===== src/rtl/shared_mem_pkg.sv =====
// Purpose: shared constants for the dual-core shared-memory arbiter.
// Latency: n/a (declarations only).
// Backpressure: n/a.
package shared_mem_pkg;

    // Default widths
    localparam int DEF_ADDR_W   = 32;
    localparam int DEF_DATA_W   = 32;
    localparam int DEF_LOCK_MAX = 16;
    localparam int DEF_CNT_W    = 16;

    // Lock age counter is wide enough for the largest legal LOCK_MAX (255)
    localparam int LOCK_CNT_W   = 8;

    // Core identifiers
    localparam logic CORE0 = 1'b0;
    localparam logic CORE1 = 1'b1;

    // Arbiter state encoding
    localparam logic [1:0] ST_OPEN     = 2'd0;
    localparam logic [1:0] ST_LOCKED_0 = 2'd1;
    localparam logic [1:0] ST_LOCKED_1 = 2'd2;

endpackage


===== src/rtl/rr_grant2.sv =====
// Purpose: two-input round-robin grant picker, one-hot output.
// Latency: combinational.
// Backpressure: a lone request always wins; on a tie the core that did not win last time wins.
module rr_grant2 (
    input  logic [1:0] req,
    input  logic       last,
    output logic [1:0] gnt
);

    // last == 1 means core 1 won most recently, so core 0 takes the tie
    assign gnt[0] = req[0] & (~req[1] | last);
    assign gnt[1] = req[1] & (~req[0] | ~last);

endmodule


===== src/rtl/shared_mem_arbiter.sv =====
// Purpose: shares one synchronous single-port memory between two cores, round-robin with optional lock.
// Latency: grant is combinational in the request cycle; read data returns on rvalid one cycle later.
// Backpressure: an un-granted request stalls (requester holds it); a lock is force-released after LOCK_MAX cycles.
module shared_mem_arbiter
    import shared_mem_pkg::*;
#(
    parameter int ADDR_W   = DEF_ADDR_W,
    parameter int DATA_W   = DEF_DATA_W,
    parameter int LOCK_MAX = DEF_LOCK_MAX,
    parameter int CNT_W    = DEF_CNT_W
) (
    input  logic              clock,
    input  logic              reset,
    input  logic              c0_req,
    input  logic [ADDR_W-1:0] c0_addr,
    input  logic              c0_write,
    input  logic [DATA_W-1:0] c0_wdata,
    input  logic              c0_lock,
    output logic              c0_gnt,
    output logic [DATA_W-1:0] c0_rdata,
    output logic              c0_rvalid,
    input  logic              c1_req,
    input  logic [ADDR_W-1:0] c1_addr,
    input  logic              c1_write,
    input  logic [DATA_W-1:0] c1_wdata,
    input  logic              c1_lock,
    output logic              c1_gnt,
    output logic [DATA_W-1:0] c1_rdata,
    output logic              c1_rvalid,
    output logic              mem_en,
    output logic [ADDR_W-1:0] mem_addr,
    output logic              mem_write,
    output logic [DATA_W-1:0] mem_wdata,
    input  logic [DATA_W-1:0] mem_rdata,
    output logic              lock_timeout,
    output logic [CNT_W-1:0]  contention_cnt
);

    logic [1:0]            state_q, state_d;
    logic                  last_q, last_d;
    logic [LOCK_CNT_W-1:0] lock_cnt_q, lock_cnt_d;
    logic                  timeout_q, timeout_d;
    logic                  c0_rvalid_q, c1_rvalid_q;
    logic [DATA_W-1:0]     c0_rdata_q, c1_rdata_q;
    logic [CNT_W-1:0]      cont_q;

    logic [1:0] rr_gnt;
    logic [1:0] gnt_raw;
    logic [1:0] gnt;
    logic       owner;
    logic       own_req;
    logic       own_lock;
    logic       stall;

    rr_grant2 u_rr (
        .req  ({c1_req, c0_req}),
        .last (last_q),
        .gnt  (rr_gnt)
    );

    assign owner    = (state_q == ST_LOCKED_1) ? CORE1 : CORE0;
    assign own_req  = (owner == CORE1) ? c1_req  : c0_req;
    assign own_lock = (owner == CORE1) ? c1_lock : c0_lock;

    // Grant selection and lock FSM next state
    always_comb begin
        gnt_raw    = 2'b00;
        state_d    = state_q;
        last_d     = last_q;
        lock_cnt_d = lock_cnt_q;
        timeout_d  = 1'b0;
        case (state_q)
            ST_OPEN: begin
                gnt_raw = rr_gnt;
                if (rr_gnt[1]) begin
                    last_d = CORE1;
                    if (c1_lock) begin
                        state_d    = ST_LOCKED_1;
                        lock_cnt_d = LOCK_CNT_W'(1);
                    end
                end else if (rr_gnt[0]) begin
                    last_d = CORE0;
                    if (c0_lock) begin
                        state_d    = ST_LOCKED_0;
                        lock_cnt_d = LOCK_CNT_W'(1);
                    end
                end
            end
            ST_LOCKED_0, ST_LOCKED_1: begin
                if (lock_cnt_q == LOCK_CNT_W'(LOCK_MAX)) begin
                    // Forced release: the owner gets nothing this cycle and loses the next tie
                    state_d    = ST_OPEN;
                    last_d     = owner;
                    lock_cnt_d = '0;
                    timeout_d  = 1'b1;
                end else begin
                    lock_cnt_d = lock_cnt_q + LOCK_CNT_W'(1);
                    if (own_req) begin
                        gnt_raw = (owner == CORE1) ? 2'b10 : 2'b01;
                    end
                    // Lock drops on a final unlocked access or when the owner idles with lock low
                    if (!own_lock) begin
                        state_d    = ST_OPEN;
                        lock_cnt_d = '0;
                    end
                end
            end
            default: state_d = ST_OPEN;
        endcase
    end

    // No grant can escape while reset is held low
    assign gnt    = gnt_raw & {2{reset}};
    assign c0_gnt = gnt[0];
    assign c1_gnt = gnt[1];
    assign mem_en = gnt[0] | gnt[1];

    // Memory port mux of the granted core, zero when idle
    always_comb begin
        mem_addr  = '0;
        mem_write = 1'b0;
        mem_wdata = '0;
        if (gnt[0]) begin
            mem_addr  = c0_addr;
            mem_write = c0_write;
            mem_wdata = c0_wdata;
        end else if (gnt[1]) begin
            mem_addr  = c1_addr;
            mem_write = c1_write;
            mem_wdata = c1_wdata;
        end
    end

    assign stall = (c0_req & ~gnt[0]) | (c1_req & ~gnt[1]);

    // Lock FSM, round-robin pointer and timeout pulse
    always_ff @(posedge clock or negedge reset) begin
        if (!reset) begin
            state_q    <= ST_OPEN;
            last_q     <= CORE1;
            lock_cnt_q <= '0;
            timeout_q  <= 1'b0;
        end else begin
            state_q    <= state_d;
            last_q     <= last_d;
            lock_cnt_q <= lock_cnt_d;
            timeout_q  <= timeout_d;
        end
    end

    // Read return routing: per-core tag of who issued last cycle's read, plus held read data
    always_ff @(posedge clock or negedge reset) begin
        if (!reset) begin
            c0_rvalid_q <= 1'b0;
            c1_rvalid_q <= 1'b0;
            c0_rdata_q  <= '0;
            c1_rdata_q  <= '0;
        end else begin
            c0_rvalid_q <= gnt[0] & ~c0_write;
            c1_rvalid_q <= gnt[1] & ~c1_write;
            if (c0_rvalid_q) c0_rdata_q <= mem_rdata;
            if (c1_rvalid_q) c1_rdata_q <= mem_rdata;
        end
    end

    // Saturating count of cycles with at least one stalled request
    always_ff @(posedge clock or negedge reset) begin
        if (!reset) begin
            cont_q <= '0;
        end else if (stall && (cont_q != {CNT_W{1'b1}})) begin
            cont_q <= cont_q + CNT_W'(1);
        end
    end

    // Memory data arrives the cycle after the strobe, so pass it straight through on rvalid
    assign c0_rvalid      = c0_rvalid_q;
    assign c1_rvalid      = c1_rvalid_q;
    assign c0_rdata       = c0_rvalid_q ? mem_rdata : c0_rdata_q;
    assign c1_rdata       = c1_rvalid_q ? mem_rdata : c1_rdata_q;
    assign lock_timeout   = timeout_q;
    assign contention_cnt = cont_q;

endmodule


===== config.mk =====
export PLATFORM = sky130hd
export DESIGN_NAME = shared_mem_arbiter
export DESIGN_NICKNAME = d
export VERILOG_FILES = /design/src/rtl/shared_mem_pkg.sv /design/src/rtl/rr_grant2.sv /design/src/rtl/shared_mem_arbiter.sv
export SDC_FILE = /design/constraint.sdc
export NUM_CORES = 1
export LEC_CHECK = 0
export BUFFER_PORTS_ARGS = -buffer_cell sky130_fd_sc_hd__clkbuf_2
export CORE_AREA = 2 2 123 125
export CTS_CLUSTER_SIZE = 12
export DETAILED_ROUTE_END_ITERATION = 8
export DIE_AREA = 0 0 125 127
export GPL_TIMING_DRIVEN = 0
export PLACE_DENSITY = 0.7
export SLEW_MARGIN = 20
export SYNTH_ARGS = -nofsm -noshare
export SYNTH_HDL_FRONTEND = slang
export SYNTH_SLANG_ARGS = --single-unit

===== constraint.sdc =====
create_clock -name clock -period 2.6 [get_ports clock]
set_input_delay 0.13 -clock clock [delete_from_list [all_inputs] [get_ports clock]]
set_output_delay 0.13 -clock clock [all_outputs]
set_load 0.01 [all_outputs]

==> results.py, run 1 <==
metrics = {
    "outcome": {
        "status": "finished with violations",
        "violations": "negative hold slack",
    },
    "final_layout": {
        "drive_gt1_frac": 0.597,
        "fin_util": 0.491,
        "final_common_cell": "clkbuf_2",
        "finalNetCount": 905,
        "areaGrowthSynthToFinish_pct": 50.2,
        "fillCellCount": 1355,
        "mostFrequentLayoutCells": "clkbuf_2, dfrtp_1, mux2_2",
        "design_area_um2": 7080,
        "diodes": 0,
    },
    "clocking": {
        "clk_path_buf_depth": 2,
        "h-tree-depth": 3,
        "clockRootBuffer": "clkbuf_16",
        "clk_pin_slew_ns": 0.07,
        "holdBufCountCts": 2,
        "clock_sinks": 94,
        "tritoncts": "built",
        "cts_made_buffers": 9,
        "clk_latency_ns": 0.34,
    },
    "sta": {
        "final.setup.worst_slack_ns": 0.0768,
        "fin_crit_sh": 0.970,
        "fin_setup_tns_ns": 0,
        "slew_headroom": 0.574,
        "fmax_mhz": 396,
        "tightest_slew_ns": 0.639,
        "skew_ns": 0.00622,
        "report.final.slew_viol_count": 0,
        "min_period_ns": 2.52,
        "final-setup-viol-count": 0,
        "hold_viol": 93,
        "hold_slack_ns": -0.380,
    },
    "yosys": {
        "syn_area_um2": 4710,
        "syn_nets": 565,
        "synth_ff_type": "dfrtp_1",
        "yosysTopAreaCellShare": 0.494,
        "synth_edf_count": 0,
        "synth_cells": 390,
        "ys_warn_count": 0,
        "synth.area.top_cells": "dfrtp_1, mux2_2, a22o_1, xor2_1, ha_1",
        "synth-seq-area-share": 0.500,
        "yosysTopAreaCell": "dfrtp_1",
        "synth.distinct_cells": 41,
        "ys_ff_latch": 94,
        "syn_avg_cell_area_um2": 12.1,
        "async_reset_ff_frac": 1.00,
    },
    "pwr": {
        "finalPower_w": 0.00744,
        "p_per_area_nw_per_um2": 1050,
        "vdd_ir_drop_max_v": 0.000384,
        "combPwrFrac": 0.517,
        "swShare": 0.381,
        "switching_power_w": 0.00284,
        "internal-power_w": 0.00460,
        "clkPwrFrac": 0.167,
        "seq_power_share": 0.316,
        "p_leak_nw": 3.65,
    },
    "global_route": {
        "grt.total_usage": 0.201,
        "overflow": 0,
        "grt_pass1_vias": 4507,
        "grt_pass1_wl_um": 25000,
        "antenna_found_initial": 1,
        "grt_max_degree": 87,
    },
    "hold_path": {
        "min_path_type": "input port to async pin",
    },
    "detailed_routing": {
        "initialDrtViolationCount": 192,
        "dr.pass1.iters": 4,
        "num_vias": 4523,
        "wl_per_cell_um": 18.1,
        "drcViolationCount": 0,
        "finalWirelength_um": 16600,
        "via_per_inst": 4.92,
        "ant_nets": 0,
    },
    "die": {
        "die-area_um2": 15900,
        "initial_core_util": 0.327,
        "num_rows": 44,
        "ioPinCount": 319,
        "core-area_um2": 14400,
        "fp.dieW_um": 125,
        "die_h_um": 127,
    },
    "place": {
        "gp_congestion": 0.868,
        "place_ws_ns": -0.236,
        "io_buffers": 318,
        "placed_cell_area_um2": 6570,
        "hpwlAfterDp_um": 13600,
    },
    "worst_setup_path": {
        "worstSetupPathType": "flop to primary output",
        "crit_fanout": 6,
        "cp-end-kind": "primary output",
        "worstPathArrival_ns": 2.39,
        "worstPathRequired_ns": 2.47,
        "critPathLaunchType": "flop",
    },
    "run": {
        "maxCapViolCount": 0,
    },
}
## cell families (layout without fill, tap and decap cells)
kind of cell | after synthesis | in the layout | synth area share
AO/OA/AOI/OAI | 95 | 95 | 0.172
XOR/XNOR | 15 | 15 | 0.0279
adder cells (fa/ha/maj) | 7 | 7 | 0.0186
buffers and inverters | 33 | 378 | 0.0337
flip-flops | 94 | 94 | 0.500
multiplexers | 66 | 66 | 0.158
AND/OR/NAND/NOR | 80 | 80 | 0.0909
## cells in the mapped netlist, types with 2 or more instances
cell       n
nand3_1    7
buf_6      3
nand2b_1   4
nand2_1   16
nor2b_1    3
nor4_1     3
a22o_1    65
ha_1       7
xor2_1    12
clkbuf_1   6
and3_1     9
nor2_1    12
inv_1      7
nand4_1    8
and2_1     3
a32o_1     2
a31oi_1    4
mux2_2    65
o21ai_0   13
xnor2_1    3
nor3_1    10
a21oi_1    2
dfrtp_1   93
buf_1      7
buf_2     10
## per-layer routing
metal  vias to the layer above  track usage  share of wire
met2                       202        0.355           0.50
met5                         -            0        0.00072
met4                         2       0.0490          0.013
met1                      2157        0.236           0.39
met3                        18       0.0708          0.096
li1                       2144            -              -
## critical path, stage by stage (launching register included)
cell and delay (ns):
dfrtp_1 0.42, nor4b_4 0.36, a31oi_4 0.17, a32o_2 0.27, and2_4 0.20, buf_8 0.14, buf_6 0.12, a22o_1 0.23
clkbuf_2 0.13
## per-stage QoR
step	cells	hold WS [ns]
floorplan	390	-0.166
global placement	892	0.324
detailed placement	893	-0.0290
CTS	918	-0.396
global route	919	-0.396
finish	919	-0.380
## layout make-up
cell class | count | area [um2] | share of cell area
Timing Repair Buffer | 330 | 1770 | 0.250
Multi-Input combinational cell | 263 | 2250 | 0.317
Sequential cell | 94 | 2360 | 0.333
Clock buffer | 12 | 256 | 0.0363
Tap cell | 184 | 230 | 0.0325
Inverter | 7 | 26.3 | 0.00371
Buffer | 25 | 163 | 0.0230
Clock inverter | 4 | 30.0 | 0.00424
## sequential cells by signal, indices dropped and copies added, names as in the netlist, 2 cells and up
register,count
lock_cnt_q,8
c0_rdata_q,32
contention_cnt,16
state_q,2
c1_rdata_q,32
## power groups by stage
| stage | registers, W | logic (W) | clock network (W) |
|---|---|---|---|
| 6_report | 0.00235 | 0.00384 | 0.00124 |
| 5_1_grt | 0.00242 | 0.00416 | 0.00135 |
| 4_1_cts | 0.00236 | 0.00382 | 0.00129 |
| 3_5_place_dp | 0.00238 | 0.00366 | 0 |
| 3_3_place_gp | 0.00234 | 0.00360 | 0 |
| 2_1_floorplan | 0.00235 | 0.00214 | 0 |
## final timing paths
kind | cells after the start | slack [ns] | start | endpoint
max | 8 | 0.08 | lock_cnt_q[6]$_DFFE_PN0P_ | mem_addr[23]
min | 1 | -0.38 | reset | c0_rdata_q[15]$_DFF_PN0_
max reg2reg | 9 | 0.33 | state_q[0]$_DFFE_PN0P_ | contention_cnt[1]$_DFFE_PN0P_
min reg2reg | 1 | 0.50 | c1_rdata_q[7]$_DFF_PN0_ | c1_rdata_q[7]$_DFF_PN0_
max in group asynchronous | 2 | 2.36 | reset | last_q$_DFFE_PN1P_
min in group clock | 2 | 0.06 | mem_rdata[7] | c1_rdata_q[7]$_DFF_PN0_
## timing repair
action | CTS | global route
setup endpoints to repair | 67 | 58
pin swaps | 10 | 6
resized for setup | 16 | 26
cloned | 1 | 0
buffers inserted | 7 | 1
hold endpoints to repair | 95 | 93
Note: power is estimated with default switching activity, not from simulation.
==> run 2, diff against run 1 <==
--- a/config.mk
+++ b/config.mk
@@ -6,12 +6,12 @@
 export NUM_CORES = 1
 export LEC_CHECK = 0
 export BUFFER_PORTS_ARGS = -buffer_cell sky130_fd_sc_hd__clkbuf_2
-export CORE_AREA = 2 2 123 125
+export CORE_AREA = 2 2 122 124
 export CTS_CLUSTER_SIZE = 12
 export DETAILED_ROUTE_END_ITERATION = 8
-export DIE_AREA = 0 0 125 127
+export DIE_AREA = 0 0 124 126
 export GPL_TIMING_DRIVEN = 0
-export PLACE_DENSITY = 0.7
+export PLACE_DENSITY = 0.71
 export SLEW_MARGIN = 20
 export SYNTH_ARGS = -nofsm -noshare
 export SYNTH_HDL_FRONTEND = slang
==> run 2 against run 1 <==
Effect of this change: the flow still finishes with violations (negative hold slack); cell count rose by 0.54%; die area fell by 1.6%; core utilization rose by 0.40 points; global-route usage rose by 2.0 points; combinational power rose by 2%; fmax fell by 0.63%; sequential share of layout area barely moved; routed wire length rose by 7.4%.
==> results.py, run 2 (same netlist as run 1, synthesis figures left out) <==
metrics = {
    "sta": {
        "final-setup-viol-count": 0,
        "fmax_mhz": 394,
        "min_period_ns": 2.54,
        "tightest_slew_ns": 0.618,
        "hold_viol": 93,
        "rsz0062_at_grt": "true",
        "hold_slack_ns": -0.143,
        "report.final.slew_viol_count": 0,
        "skew_ns": 0.00457,
        "slew_headroom": 0.588,
        "fin_crit_sh": 0.977,
    },
    "clocking": {
        "clk_latency_ns": 0.33,
        "tritoncts": "built",
        "cts_made_buffers": 9,
        "clock_sinks": 94,
        "clk_pin_slew_ns": 0.07,
        "clockRootBuffer": "clkbuf_16",
        "h-tree-depth": 3,
        "clk_path_buf_depth": 2,
        "holdBufCountCts": 2,
    },
    "detailed_routing": {
        "ant_nets": 0,
        "num_vias": 4598,
        "via_per_inst": 4.98,
        "finalWirelength_um": 17800,
        "dr.pass1.iters": 4,
        "drcViolationCount": 0,
        "initialDrtViolationCount": 201,
        "wl_per_cell_um": 19.3,
    },
    "pwr": {
        "internal-power_w": 0.00466,
        "switching_power_w": 0.00289,
        "clkPwrFrac": 0.172,
        "swShare": 0.383,
        "seq_power_share": 0.311,
        "p_per_area_nw_per_um2": 1070,
        "combPwrFrac": 0.517,
        "p_leak_nw": 3.66,
        "vdd_ir_drop_max_v": 0.000376,
    },
    "final_layout": {
        "fillCellCount": 1353,
        "mostFrequentLayoutCells": "clkbuf_2, dfrtp_1, a22o_1, mux2_2, nand2_1",
        "drive_gt1_frac": 0.598,
        "fin_util": 0.495,
        "final_common_cell": "clkbuf_2",
        "areaGrowthSynthToFinish_pct": 50.3,
        "finalNetCount": 908,
    },
    "hold_path": {
        "min_path_type": "input port to async pin",
    },
    "run": {
        "maxCapViolCount": 0,
    },
    "place": {
        "gp_congestion": 0.935,
        "hpwlAfterDp_um": 14600,
        "io_buffers": 318,
    },
    "die": {
        "num_rows": 44,
        "ioPinCount": 319,
        "initial_core_util": 0.329,
        "core-area_um2": 14300,
        "die_h_um": 126,
        "die-area_um2": 15600,
        "fp.dieW_um": 124,
    },
    "worst_setup_path": {
        "cp-end-kind": "primary output",
        "worstPathRequired_ns": 2.47,
        "critPathLaunchType": "flop",
        "worstSetupPathType": "flop to primary output",
        "worstPathArrival_ns": 2.41,
        "crit_fanout": 10,
    },
    "outcome": {
        "violations": "negative hold slack",
        "status": "finished with violations",
    },
    "global_route": {
        "grt.total_usage": 0.222,
        "antenna_found_initial": 2,
        "grt_pass1_vias": 4501,
        "grt_max_degree": 96,
        "overflow": 0,
        "grt_pass1_wl_um": 25900,
    },
}
## run 2: cell count changes in the layout (fill, tap and decap cells not counted), sizes merged
cell,change
diode,+2
clkbuf,-10
clkinvlp,+1
bufbuf,+1
buf,+9
bufinv,+1
clkinv,+1
## run 2: timing repair
action / 4_1_cts / 5_1_grt
endpoints found under the setup margin: 67 / 64
pin swaps: 7 / 7
hold endpoints to repair: 95 / 93
gates cloned: 1 / 0
setup buffers: 9 / 2
gates resized for setup: 20 / 14
## run 2: final cells by class
class	instances	area (um2)	share of cell area
diodes	2	5.00	0.000707
plain buffers	25	165	0.0233
clock buffers	9	225	0.0318
clock inverters	7	72.6	0.0103
inverters	7	26.3	0.00371
multi-input cells	263	2230	0.315
flip-flops and latches	94	2360	0.333
well taps	184	230	0.0325
repair buffers	333	1770	0.250
## run 2: stage by stage
stage | worst slack [ns] | area, um2 | TNS [ns] | power (W) | std cells
final | 0.0607 | 7080 | 0 | 0.00755 | 924
after global routing | -0.0403 | 7070 | -0.227 | 0.00806 | 922
after CTS | 0.00192 | 7050 | 0 | 0.00759 | 921
after detailed placement | -0.230 | 6570 | -9.42 | 0.00606 | 893
after global placement | -1.42 | 6530 | -104.01 | 0.00597 | 892
after floorplan | 0.463 | 4710 | 0 | 0.00449 | 390
## run 2: metal layers
layer  routed length, um  global-route usage  vias to the layer above
li1                    -                   -                     2143
met1                6990               0.268                     2202
met2                8500               0.367                      237
met3                1930              0.0820                       16
met4                 392              0.0661                        0
met5                   0                   0                        -
## run 2: final timing paths
check	end	start	depth (start not counted)	slack (ns)
max in group asynchronous	last_q$_DFFE_PN1P_	reset	2	2.39
min in group clock	c0_rdata_q[5]$_DFF_PN0_	mem_rdata[5]	2	0.06
worst max-delay path	mem_addr[7]	state_q[1]$_DFFE_PN0P_	10	0.06
worst min register to register	c1_rdata_q[22]$_DFF_PN0_	c1_rdata_q[22]$_DFF_PN0_	1	0.49
worst max register to register	contention_cnt[1]$_DFFE_PN0P_	state_q[1]$_DFFE_PN0P_	9	0.25
worst min-delay path	c1_rdata_q[14]$_DFF_PN0_	reset	2	-0.14
## run 2: power groups by stage
| stage | clock network, W | registers (W) | logic, W |
|---|---|---|---|
| global placement | 0 | 0.00234 | 0.00362 |
| floorplan | 0 | 0.00235 | 0.00214 |
| detailed placement | 0 | 0.00238 | 0.00368 |
| global route | 0.00139 | 0.00244 | 0.00423 |
| finish | 0.00130 | 0.00235 | 0.00390 |
| CTS | 0.00133 | 0.00236 | 0.00390 |
## run 2: worst max-delay path: stages, from the launching register on
cell     delay, ns
dfrtp_1       0.39
buf_4         0.14
ha_1          0.19
nor2b_2       0.25
and3_1        0.25
a41oi_4       0.05
nor2_4        0.15
buf_4         0.16
buf_6         0.14
a22o_1        0.18
buf_2         0.16
